`src/rtl/frigate_timing_pkg.sv`:
```
`default_nettype none
// ============================================================================
// Module      : frigate_timing_pkg
// Description : Shared state encoding and default timing constants for the
//               Frigate crystal start-up and monitor blocks.
// Revision    : 1.0 - initial release
// ============================================================================
package frigate_timing_pkg;

    // Crystal controller state encoding
    typedef enum logic [2:0] {
        ST_OFF     = 3'd0,
        ST_SETTLE  = 3'd1,
        ST_MEASURE = 3'd2,
        ST_LOCKED  = 3'd3,
        ST_FAIL    = 3'd4
    } xo_state_e;

    // Defaults sized for a 32.768 kHz crystal observed from a 16 MHz clock
    localparam int c_DEF_STARTUP_CYCLES = 8000000;  // 0.5 s settle
    localparam int c_DEF_WINDOW_CYCLES  = 16000;    // 1 ms window
    localparam int c_DEF_MIN_EDGES      = 30;
    localparam int c_DEF_MAX_EDGES      = 36;
    localparam int c_DEF_MAX_RETRIES    = 3;
    localparam int c_DEF_EDGE_W         = 8;

endpackage : frigate_timing_pkg
`default_nettype wire

```
`src/rtl/frigate_sync_edge.sv`:
```
`default_nettype none
// ============================================================================
// Module      : frigate_sync_edge
// Description : Two-flop synchronizer plus history flop; flags a rising edge
//               of an asynchronous oscillator output in the clk domain.
// Revision    : 1.0 - initial release
// ============================================================================
module frigate_sync_edge (
    input  logic clk,
    input  logic reset,
    input  logic i_din,
    output logic o_rise
);

    logic r_sync1;
    logic r_sync2;
    logic r_hist;

    // Metastability filter followed by a one-cycle history for edge detection
    always_ff @(posedge clk) begin
        if (reset) begin
            r_sync1 <= 1'b0;
            r_sync2 <= 1'b0;
            r_hist  <= 1'b0;
        end else begin
            r_sync1 <= i_din;
            r_sync2 <= r_sync1;
            r_hist  <= r_sync2;
        end
    end

    // Rising edge: synchronized level is high, previous sample was low
    assign o_rise = r_sync2 & ~r_hist;

endmodule : frigate_sync_edge
`default_nettype wire

```
`src/rtl/frigate_xtal_startup_ctrl.sv`:
```
`default_nettype none
// ============================================================================
// Module      : frigate_xtal_startup_ctrl
// Description : Low-speed crystal (LSXO) start-up sequencer. Enables the
//               crystal, waits for it to settle, verifies its frequency by
//               counting edges in fixed windows, and keeps monitoring it once
//               locked. Reports ready / fail to downstream clock switching.
// Revision    : 1.0 - initial release
// ============================================================================
module frigate_xtal_startup_ctrl
    import frigate_timing_pkg::*;
#(
    parameter int STARTUP_CYCLES = c_DEF_STARTUP_CYCLES,
    parameter int WINDOW_CYCLES  = c_DEF_WINDOW_CYCLES,
    parameter int MIN_EDGES      = c_DEF_MIN_EDGES,
    parameter int MAX_EDGES      = c_DEF_MAX_EDGES,
    parameter int MAX_RETRIES    = c_DEF_MAX_RETRIES,
    parameter int EDGE_W         = c_DEF_EDGE_W
) (
    input  logic              clk,
    input  logic              reset,
    input  logic              req_on,
    input  logic              xo_dout,
    output logic              xo_ena,
    output logic              xo_standby,
    output logic              xo_ready,
    output logic              xo_fail,
    output logic [EDGE_W-1:0] edge_count
);

    // ------------------------------------------------------------------------
    // Counter widths and terminal values
    // ------------------------------------------------------------------------
    localparam int c_SETTLE_W = $clog2(STARTUP_CYCLES + 1);
    localparam int c_WIN_W    = $clog2(WINDOW_CYCLES + 1);
    localparam int c_RETRY_W  = (MAX_RETRIES < 1) ? 1 : $clog2(MAX_RETRIES + 1);

    localparam logic [c_SETTLE_W-1:0] c_SETTLE_LAST = c_SETTLE_W'(STARTUP_CYCLES - 1);
    localparam logic [c_WIN_W-1:0]    c_WIN_LAST    = c_WIN_W'(WINDOW_CYCLES - 1);
    localparam logic [c_RETRY_W-1:0]  c_RETRY_MAX   = c_RETRY_W'(MAX_RETRIES);
    localparam logic [EDGE_W-1:0]     c_EDGE_MIN    = EDGE_W'(MIN_EDGES);
    localparam logic [EDGE_W-1:0]     c_EDGE_MAX    = EDGE_W'(MAX_EDGES);
    localparam logic [EDGE_W-1:0]     c_EDGE_SAT    = '1;

    // ------------------------------------------------------------------------
    // State and registered outputs
    // ------------------------------------------------------------------------
    xo_state_e               r_state;
    logic [c_SETTLE_W-1:0]   r_settle_cnt;
    logic [c_WIN_W-1:0]      r_win_cnt;
    logic [EDGE_W-1:0]       r_edge_cnt;
    logic [c_RETRY_W-1:0]    r_retry_cnt;
    logic                    r_xo_ena;
    logic                    r_xo_standby;
    logic                    r_xo_ready;
    logic                    r_xo_fail;
    logic [EDGE_W-1:0]       r_edge_count;

    logic                    w_rise;
    logic [EDGE_W-1:0]       w_edge_next;
    logic                    w_win_last;
    logic                    w_in_range;
    logic                    w_too_few;

    // ------------------------------------------------------------------------
    // Crystal output synchronizer and edge detector
    // ------------------------------------------------------------------------
    frigate_sync_edge u_sync_edge (
        .clk    (clk),
        .reset  (reset),
        .i_din  (xo_dout),
        .o_rise (w_rise)
    );

    // Window bookkeeping: edge count including this cycle, saturating
    always_comb begin
        w_edge_next = r_edge_cnt;
        if (w_rise && (r_edge_cnt != c_EDGE_SAT)) begin
            w_edge_next = r_edge_cnt + EDGE_W'(1);
        end
        w_win_last = (r_win_cnt == c_WIN_LAST);
        w_in_range = (w_edge_next >= c_EDGE_MIN) && (w_edge_next <= c_EDGE_MAX);
        w_too_few  = (w_edge_next < c_EDGE_MIN);
    end

    // Start-up / monitor sequencer with registered outputs
    always_ff @(posedge clk) begin
        if (reset || !req_on) begin
            // Reset and a dropped request both return to a fully idle block
            r_state      <= ST_OFF;
            r_settle_cnt <= '0;
            r_win_cnt    <= '0;
            r_edge_cnt   <= '0;
            r_retry_cnt  <= '0;
            r_xo_ena     <= 1'b0;
            r_xo_standby <= 1'b0;
            r_xo_ready   <= 1'b0;
            r_xo_fail    <= 1'b0;
            r_edge_count <= '0;
        end else begin
            case (r_state)
                ST_OFF: begin
                    r_state      <= ST_SETTLE;
                    r_settle_cnt <= '0;
                    r_win_cnt    <= '0;
                    r_edge_cnt   <= '0;
                    r_retry_cnt  <= '0;
                    r_xo_ena     <= 1'b1;
                    r_xo_standby <= 1'b1;
                end

                ST_SETTLE: begin
                    // Output buffer is gated, so any edges here are noise
                    r_edge_cnt <= '0;
                    if (r_settle_cnt == c_SETTLE_LAST) begin
                        r_state      <= ST_MEASURE;
                        r_settle_cnt <= '0;
                        r_win_cnt    <= '0;
                        r_xo_standby <= 1'b0;
                    end else begin
                        r_settle_cnt <= r_settle_cnt + c_SETTLE_W'(1);
                    end
                end

                ST_MEASURE: begin
                    if (w_win_last) begin
                        r_edge_count <= w_edge_next;
                        r_edge_cnt   <= '0;
                        r_win_cnt    <= '0;
                        if (w_in_range) begin
                            r_state    <= ST_LOCKED;
                            r_xo_ready <= 1'b1;
                        end else if (r_retry_cnt < c_RETRY_MAX) begin
                            r_state      <= ST_SETTLE;
                            r_retry_cnt  <= r_retry_cnt + c_RETRY_W'(1);
                            r_settle_cnt <= '0;
                            r_xo_standby <= 1'b1;
                        end else begin
                            r_state      <= ST_FAIL;
                            r_xo_ena     <= 1'b0;
                            r_xo_standby <= 1'b0;
                            r_xo_fail    <= 1'b1;
                        end
                    end else begin
                        r_edge_cnt <= w_edge_next;
                        r_win_cnt  <= r_win_cnt + c_WIN_W'(1);
                    end
                end

                ST_LOCKED: begin
                    // Back-to-back windows; only a slow or stopped crystal is fatal
                    if (w_win_last) begin
                        r_edge_count <= w_edge_next;
                        r_edge_cnt   <= '0;
                        r_win_cnt    <= '0;
                        if (w_too_few) begin
                            r_state      <= ST_FAIL;
                            r_xo_ena     <= 1'b0;
                            r_xo_standby <= 1'b0;
                            r_xo_ready   <= 1'b0;
                            r_xo_fail    <= 1'b1;
                        end
                    end else begin
                        r_edge_cnt <= w_edge_next;
                        r_win_cnt  <= r_win_cnt + c_WIN_W'(1);
                    end
                end

                ST_FAIL: begin
                    // Sticky until software withdraws the request
                    r_edge_cnt   <= '0;
                    r_xo_ena     <= 1'b0;
                    r_xo_standby <= 1'b0;
                    r_xo_ready   <= 1'b0;
                    r_xo_fail    <= 1'b1;
                end

                default: begin
                    r_state      <= ST_OFF;
                    r_xo_ena     <= 1'b0;
                    r_xo_standby <= 1'b0;
                    r_xo_ready   <= 1'b0;
                    r_xo_fail    <= 1'b0;
                end
            endcase
        end
    end

    assign xo_ena     = r_xo_ena;
    assign xo_standby = r_xo_standby;
    assign xo_ready   = r_xo_ready;
    assign xo_fail    = r_xo_fail;
    assign edge_count = r_edge_count;

endmodule : frigate_xtal_startup_ctrl
`default_nettype wire

```
`config.mk`:
```
export PLATFORM = sky130hd
export DESIGN_NAME = frigate_xtal_startup_ctrl
export DESIGN_NICKNAME = d
export VERILOG_FILES = /design/src/rtl/frigate_timing_pkg.sv /design/src/rtl/frigate_sync_edge.sv /design/src/rtl/frigate_xtal_startup_ctrl.sv
export SDC_FILE = /design/constraint.sdc
export NUM_CORES = 1
export LEC_CHECK = 0
export BUFFER_PORTS_ARGS = -buffer_cell sky130_fd_sc_hd__buf_4
export CAP_MARGIN = 25
export CORE_MARGIN = 3
export CORE_UTILIZATION = 50
export DETAILED_ROUTE_END_ITERATION = 8
export PLACE_DENSITY = 0.76
export RECOVER_POWER = 25
export SYNTH_ARGS = -nofsm -noshare
export SYNTH_HDL_FRONTEND = slang
export SYNTH_HIERARCHICAL = 1
export SYNTH_SLANG_ARGS = --single-unit
```
`constraint.sdc`:
```
create_clock -name clk -period 2.95 [get_ports clk]
set_input_delay 0.295 -clock clk [delete_from_list [all_inputs] [get_ports clk]]
set_output_delay 0.295 -clock clk [all_outputs]
set_load 0.01 [all_outputs]
```
== Word-level counts from Yosys, hierarchy flattened ==
Index checks and enable logic that the tools add are counted.
W data, S select, Z words.

* Input port bits: 4
* Flip-flop bits (word level): 65
* Output and inout port bits: 12
* Word-level logic and storage cells: 104

* Muxes and demuxes: 42
* Equality and inequality tests: 15
* Add/sub/neg operators: 4
* Bitwise gates (word level): 5
* Reduce and logical (&&, ||, !) cells: 21
* Order comparisons: 4

{| class="wikitable"
|+ Operator list
! cell !! count
|-
| $mux W23 || 4
|-
| $pmux W23 S3 || 1
|-
| $pmux W14 S3 || 1
|-
| $mux W14 || 2
|-
| $add A23 B1 Y23 const B || 1
|-
| $eq A23 B23 Y1 const B || 1
|-
| $mux W3 || 6
|-
| $mux W1 || 16
|-
| $mux W8 || 2
|-
| $ne A2 B2 Y1 const B || 8
|-
| $pmux W8 S2 || 1
|-
| $pmux W3 S5 || 1
|-
| $reduce_and A5 Y1 || 3
|-
| $add A14 B1 Y14 const B || 1
|-
| $eq A14 B14 Y1 const B || 1
|-
| $pmux W1 S4 || 3
|-
| $reduce_and A6 Y1 || 2
|-
| $add A8 B1 Y8 const B || 1
|-
| $ge A8 B5 Y1 const B || 1
|-
| $le A8 B6 Y1 const B || 1
|-
| $lt A8 B5 Y1 const B || 1
|-
| $ne A8 B8 Y1 const B || 1
|-
| $reduce_and A4 Y1 || 2
|-
| $eq A3 B2 Y1 const B || 2
|-
| 18 further kinds || 28
|}

== Depth between registers and ports, before layout ==
* Word-level depth: 9
* Gate-level depth with buffers: 9

== By module ==
The synthesis kept the hierarchy.

{| class="wikitable"
|+ By module, submodules not included
! module !! times used !! cells an instance !! seq. area each (um^2) !! area an instance (um^2)
|-
| frigate_xtal_startup_ctrl || 1 || 426 || 1,241.2 || 3,319.4
|-
| frigate_sync_edge || 1 || 7 || 60.1 || 87.6
|}

== Worst setup path before layout ==
Ideal clock, no wire load.

* Kind: flip-flop to flip-flop
* Start: register r_edge_cnt[0]
* End: register r_xo_standby (netlist: xo_standby)
* Arrival time: 2.395 ns
* Slack: 0.443 ns
* Period minus slack after synthesis: 2.507 ns
* Setup time: 0.112 ns
* Path buffers: 0
* Cell stages (with the launch flop): 9
* Path through: dfxtp_1 > ha_1 > and4_1 > or4_1 > a221oi_2 > o22ai_2 > nor3_1 > o21ai_0 > a2111oi_1

* Longest elaborated chain between the ends: 7

{| class="wikitable"
|+ RTL lines
! element !! line !! text
|-
| start: declaration || frigate_xtal_startup_ctrl.sv:51 || <nowiki>logic [EDGE_W-1:0] r_edge_cnt;</nowiki>
|-
| start signal: assignment || frigate_xtal_startup_ctrl.sv:145 || <nowiki>r_edge_cnt <= w_edge_next;</nowiki>
|-
| start signal: assignment || frigate_xtal_startup_ctrl.sv:164 || <nowiki>r_edge_cnt <= w_edge_next;</nowiki>
|-
| branches (longest 2 deep; another with $add A8 B1 Y8) || n/a ||
|-
| $mux W8 * || frigate_xtal_startup_ctrl.sv:78 || <nowiki>if (w_rise && (r_edge_cnt != c_EDGE_SAT)) begin</nowiki>
|-
| $ge A8 B5 Y1 / $le A8 B6 Y1 (equally long branches) || frigate_xtal_startup_ctrl.sv:82 || <nowiki>w_in_range = (w_edge_next >= c_EDGE_MIN) && (w_edge_next <= c_EDGE_MAX);</nowiki>
|-
| $logic_and A1 B1 Y1 || frigate_xtal_startup_ctrl.sv:82 ||
|-
| $ne A2 B2 Y1 (no source line) || n/a ||
|-
| $reduce_and A5 Y1 (no source line) * || n/a ||
|-
| end signal: assignment || frigate_xtal_startup_ctrl.sv:96 || <nowiki>r_xo_standby <= 1'b0;</nowiki>
|-
| end signal: assignment || frigate_xtal_startup_ctrl.sv:109 || <nowiki>r_xo_standby <= 1'b1;</nowiki>
|-
| end signal: assignment || frigate_xtal_startup_ctrl.sv:119 || <nowiki>r_xo_standby <= 1'b0;</nowiki>
|-
| end: declaration || frigate_xtal_startup_ctrl.sv:54 || <nowiki>logic r_xo_standby;</nowiki>
|}

Every way passes the cells marked *.
A chain may end at the register's enable or synchronous reset.

== Final worst setup path ==
Same ends and word-level chain as after synthesis.

==> flow_summary_export.csv <==
group,metric,value,unit
outcome,status,"finished clean",
clock_tree,cts_tree,"yes",
detailed_routing,vias_per_cell,6.09,
pwr,max-vdd-ir-drop,0.327,mV
global_routing,grt.total_usage,21.7,%
yosys,postSynthCellCount,433,
hold_path,hold_class,"in -> reg",
floorplan,rows,29,
layout,antenna_cells,0,
flow_run,maxCapViolations,0,
yosys,yosys.area_share.adder,1.47,%
timing,whs,0.142,ns
yosys,synth_nets,441,
place,io_buffers,15,
critical_path,crit_required,3.17,ns
clock_tree,cts.sinks,65,
timing,finalCritPeriodShare,93.5,%
timing,timing.final.hold_violations,0,
clock_tree,clk_pin_slew,0.08,ns
yosys,synth.most_common_cell,"dfxtp_1",
floorplan,pin_count,16,
floorplan,dieArea,7840,um2
critical_path,worstPathMaxFanout,7,
place,place_congestion,0.905,
timing,relSlewSlack,39.7,%
yosys,synthTopCellsByCount,"dfxtp_1, nand2_1, nor2_1",
yosys,synth_top_cell_by_area,"dfxtp_1",
critical_path,end_kind,"register",
layout,finalNetCount,458,
global_routing,antenna_found_initial,0,
critical_path,reg2reg_depth,8,
place,hpwl,5.46,mm
yosys,synth_edf_count,0,
detailed_routing,routedWlPerCell,14.9,um
yosys,synth_compound_area_share,21.6,%
timing,fmax,363,MHz
yosys,async_flop_share,0,%
pwr,powerDensity,481,nW/um2
place,place_ws,0.155,ns
global_routing,grt_pass1_wl,13.6,mm
clock_tree,cts_buffers,9,
yosys,syn-cell-area,3410,um2
critical_path,crit_type,"reg -> reg",
yosys,synth_ff_type,"dfxtp_1",
critical_path,crit_arrival,2.98,ns
layout,layout-area-overhead-vs-synth,12.1,%
pwr,p_leak,1.28,nW
floorplan,dieHeight,88.5,um
yosys,synth.avg_cell_area,7.87,um2
yosys,muxShareOfSynthArea,2.06,%
floorplan,die_width,88.5,um
hold_path,hold_depth,2,
yosys,ys_types,53,
timing,fin_crit,2.76,ns
yosys,yosysWarnings,6,
critical_path,worstSetupStartpointType,"register",
clock_tree,hold_buffers,0,
global_routing,grt_overflow,0,
yosys,synth_xor_area_share,3.34,%
detailed_routing,ant_nets,0,
layout,drive_gt1_share,10.8,%
yosys,synth_top_family_by_area,"simple AND/OR/NAND/NOR gates",
clock_tree,cts_max_level,3,
timing,setup_tns,0,ns
yosys,synth-seq-cells,65,
detailed_routing,firstDrtPassIters,5,
detailed_routing,vias,3240,
timing,worstMarginPinSlew,0.905,ns
global_routing,grt_max_degree,28,
floorplan,initial_core_util,52.8,%
yosys,synthSimpleGateAreaFrac,30.0,%
detailed_routing,drt_first_iter_violations,296,
timing,skew,0.00547,ns
yosys,yosysSeqAreaShare,38.2,%
clock_tree,cts_buffer_depth,2,
clock_tree,root_buffer,"clkbuf_8",
yosys,yosysTopAreaCellShare,38.2,%
clock_tree,clk-insertion-delay-late,0.34,ns
detailed_routing,drc_errors,0,
global_routing,grt_pass1_vias,3049,
timing,finalWorstSetupSlack,0.192,ns
yosys,synth_area_leaders,"dfxtp_1, nand2_1, nor2_1, o21ai_0, a21oi_1",
floorplan,coreArea,6460,um2
timing,finalMaxSlewViolations,0,
detailed_routing,drt_wl_total,7.91,mm
layout,nFillCells,599,
timing,finalSetupViolations,0,
timing,rsz0062_at_grt,"yes",
==> worst max-delay path, stage by stage, from the launching register on <==
cell	delay, ns
dfxtp_1	0.37
ha_1	0.27
and4_1	0.26
or4_1	0.55
a221oi_4	0.30
o22ai_2	0.18
nor3_1	0.23
o21ai_0	0.13
a2111oi_1	0.34
==> power breakdown <==
group,internal [mW],switching [mW],total [mW]
Combinational,0.0304,0.0605,0.0910
Clock,0.500,0.359,0.858
Sequential,0.883,0.00556,0.888
Total,1.41,0.425,1.84
==> per-layer routing <==
metal	GRT usage [%]	vias to the layer above	routed length, um
met5	0	-	0
met4	7.14	0	105
met3	6.05	9	389
met2	36.6	84	3890
met1	26.7	1513	3520
li1	-	1634	-
==> cells in the final DEF (no fill, tap or decap), types with 2 or more instances in the layout <==
master | synthesis | routed
a31oi_1 | 19 | 19
nor2b_1 | 7 | 7
buf_4 | 0 | 13
nand4_1 | 15 | 15
o21ai_0 | 29 | 29
mux2i_1 | 7 | 7
or2_2 | 7 | 7
or3_1 | 5 | 5
or4_1 | 4 | 4
a31o_2 | 2 | 2
xor2_1 | 9 | 9
and4_1 | 2 | 2
a21o_1 | 3 | 3
and2_1 | 6 | 6
dfxtp_1 | 65 | 65
a22oi_1 | 3 | 3
nand2b_1 | 3 | 3
o31ai_1 | 2 | 2
inv_1 | 9 | 9
o21a_1 | 2 | 2
and3_1 | 7 | 7
nand2_1 | 56 | 56
xnor2_1 | 4 | 4
nand3_1 | 21 | 21
clkbuf_8 | 0 | 10
bufinv_16 | 0 | 2
a211oi_1 | 3 | 3
nor4_1 | 4 | 4
nor2_1 | 45 | 45
clkinvlp_4 | 0 | 3
a311oi_1 | 8 | 7
nor3_1 | 12 | 12
ha_1 | 4 | 4
clkbuf_1 | 16 | 13
a32o_1 | 2 | 2
a21oi_1 | 28 | 27
==> worst paths after layout <==
check / from / to / slack [ns]
setup / recovery: r_edge_cnt[0]$_SDFFE_PP0P_ / xo_standby$_SDFFE_PP0P_ / 0.19
hold / removal: reset / u_sync_edge/r_sync2$_SDFF_PP0_ / 0.14
setup reg to reg: r_edge_cnt[0]$_SDFFE_PP0P_ / xo_standby$_SDFFE_PP0P_ / 0.19
hold reg to reg: u_sync_edge/r_sync1$_SDFF_PP0_ / u_sync_edge/r_sync2$_SDFF_PP0_ / 0.45
==> cell type report <==
cell class,instances,area (um2),share of cell area [%]
inverter,9,33.8,0.884
timing repair buffer,26,146,3.83
clock inverter,6,91.3,2.39
tap,77,96.3,2.52
clock buffer,10,138,3.60
multi-input combinational,339,2010,52.7
sequential,65,1300,34.1
==> per-stage QoR <==
| step | cell area [um2] | power, mW | instances | util, % |
|---|---|---|---|---|
| floorplan | 3410 | 0.970 | 433 | - |
| global placement | 3610 | 0.997 | 514 | 55.9 |
| detailed placement | 3610 | 1.00 | 514 | 55.9 |
| CTS | 3840 | 1.86 | 530 | 59.4 |
| global route | 3820 | 1.91 | 532 | 59.1 |
| finish | 3820 | 1.84 | 532 | 59.1 |
==> sequential cells by signal, summed over array words and instances (netlist names) <==
| signal | count |
|---|---|
| r_settle_cnt | 23 |
| r_win_cnt | 14 |
| edge_count | 8 |
| r_edge_cnt | 8 |
| r_state | 3 |
| r_retry_cnt | 2 |
| u_sync_edge/r_hist | 1 |
| u_sync_edge/r_sync1 | 1 |
| u_sync_edge/r_sync2 | 1 |
| xo_ena | 1 |
| xo_fail | 1 |
| xo_ready | 1 |
| xo_standby | 1 |
==> repair_timing <==
action,4_1_cts,5_1_grt
setup buffers,0,2
endpoints found under the setup margin,0,8
gates resized for setup,0,2
==> cell families after synthesis <==
logic type / after synthesis
DFF: 65
adders and majority gates: 4
buffers and inverters: 29
muxes: 7
and+or+nand+nor: 202
AOI/OAI and AO/OA: 113
xor gates and xnor gates: 13
(Power assumes the default switching activity.)
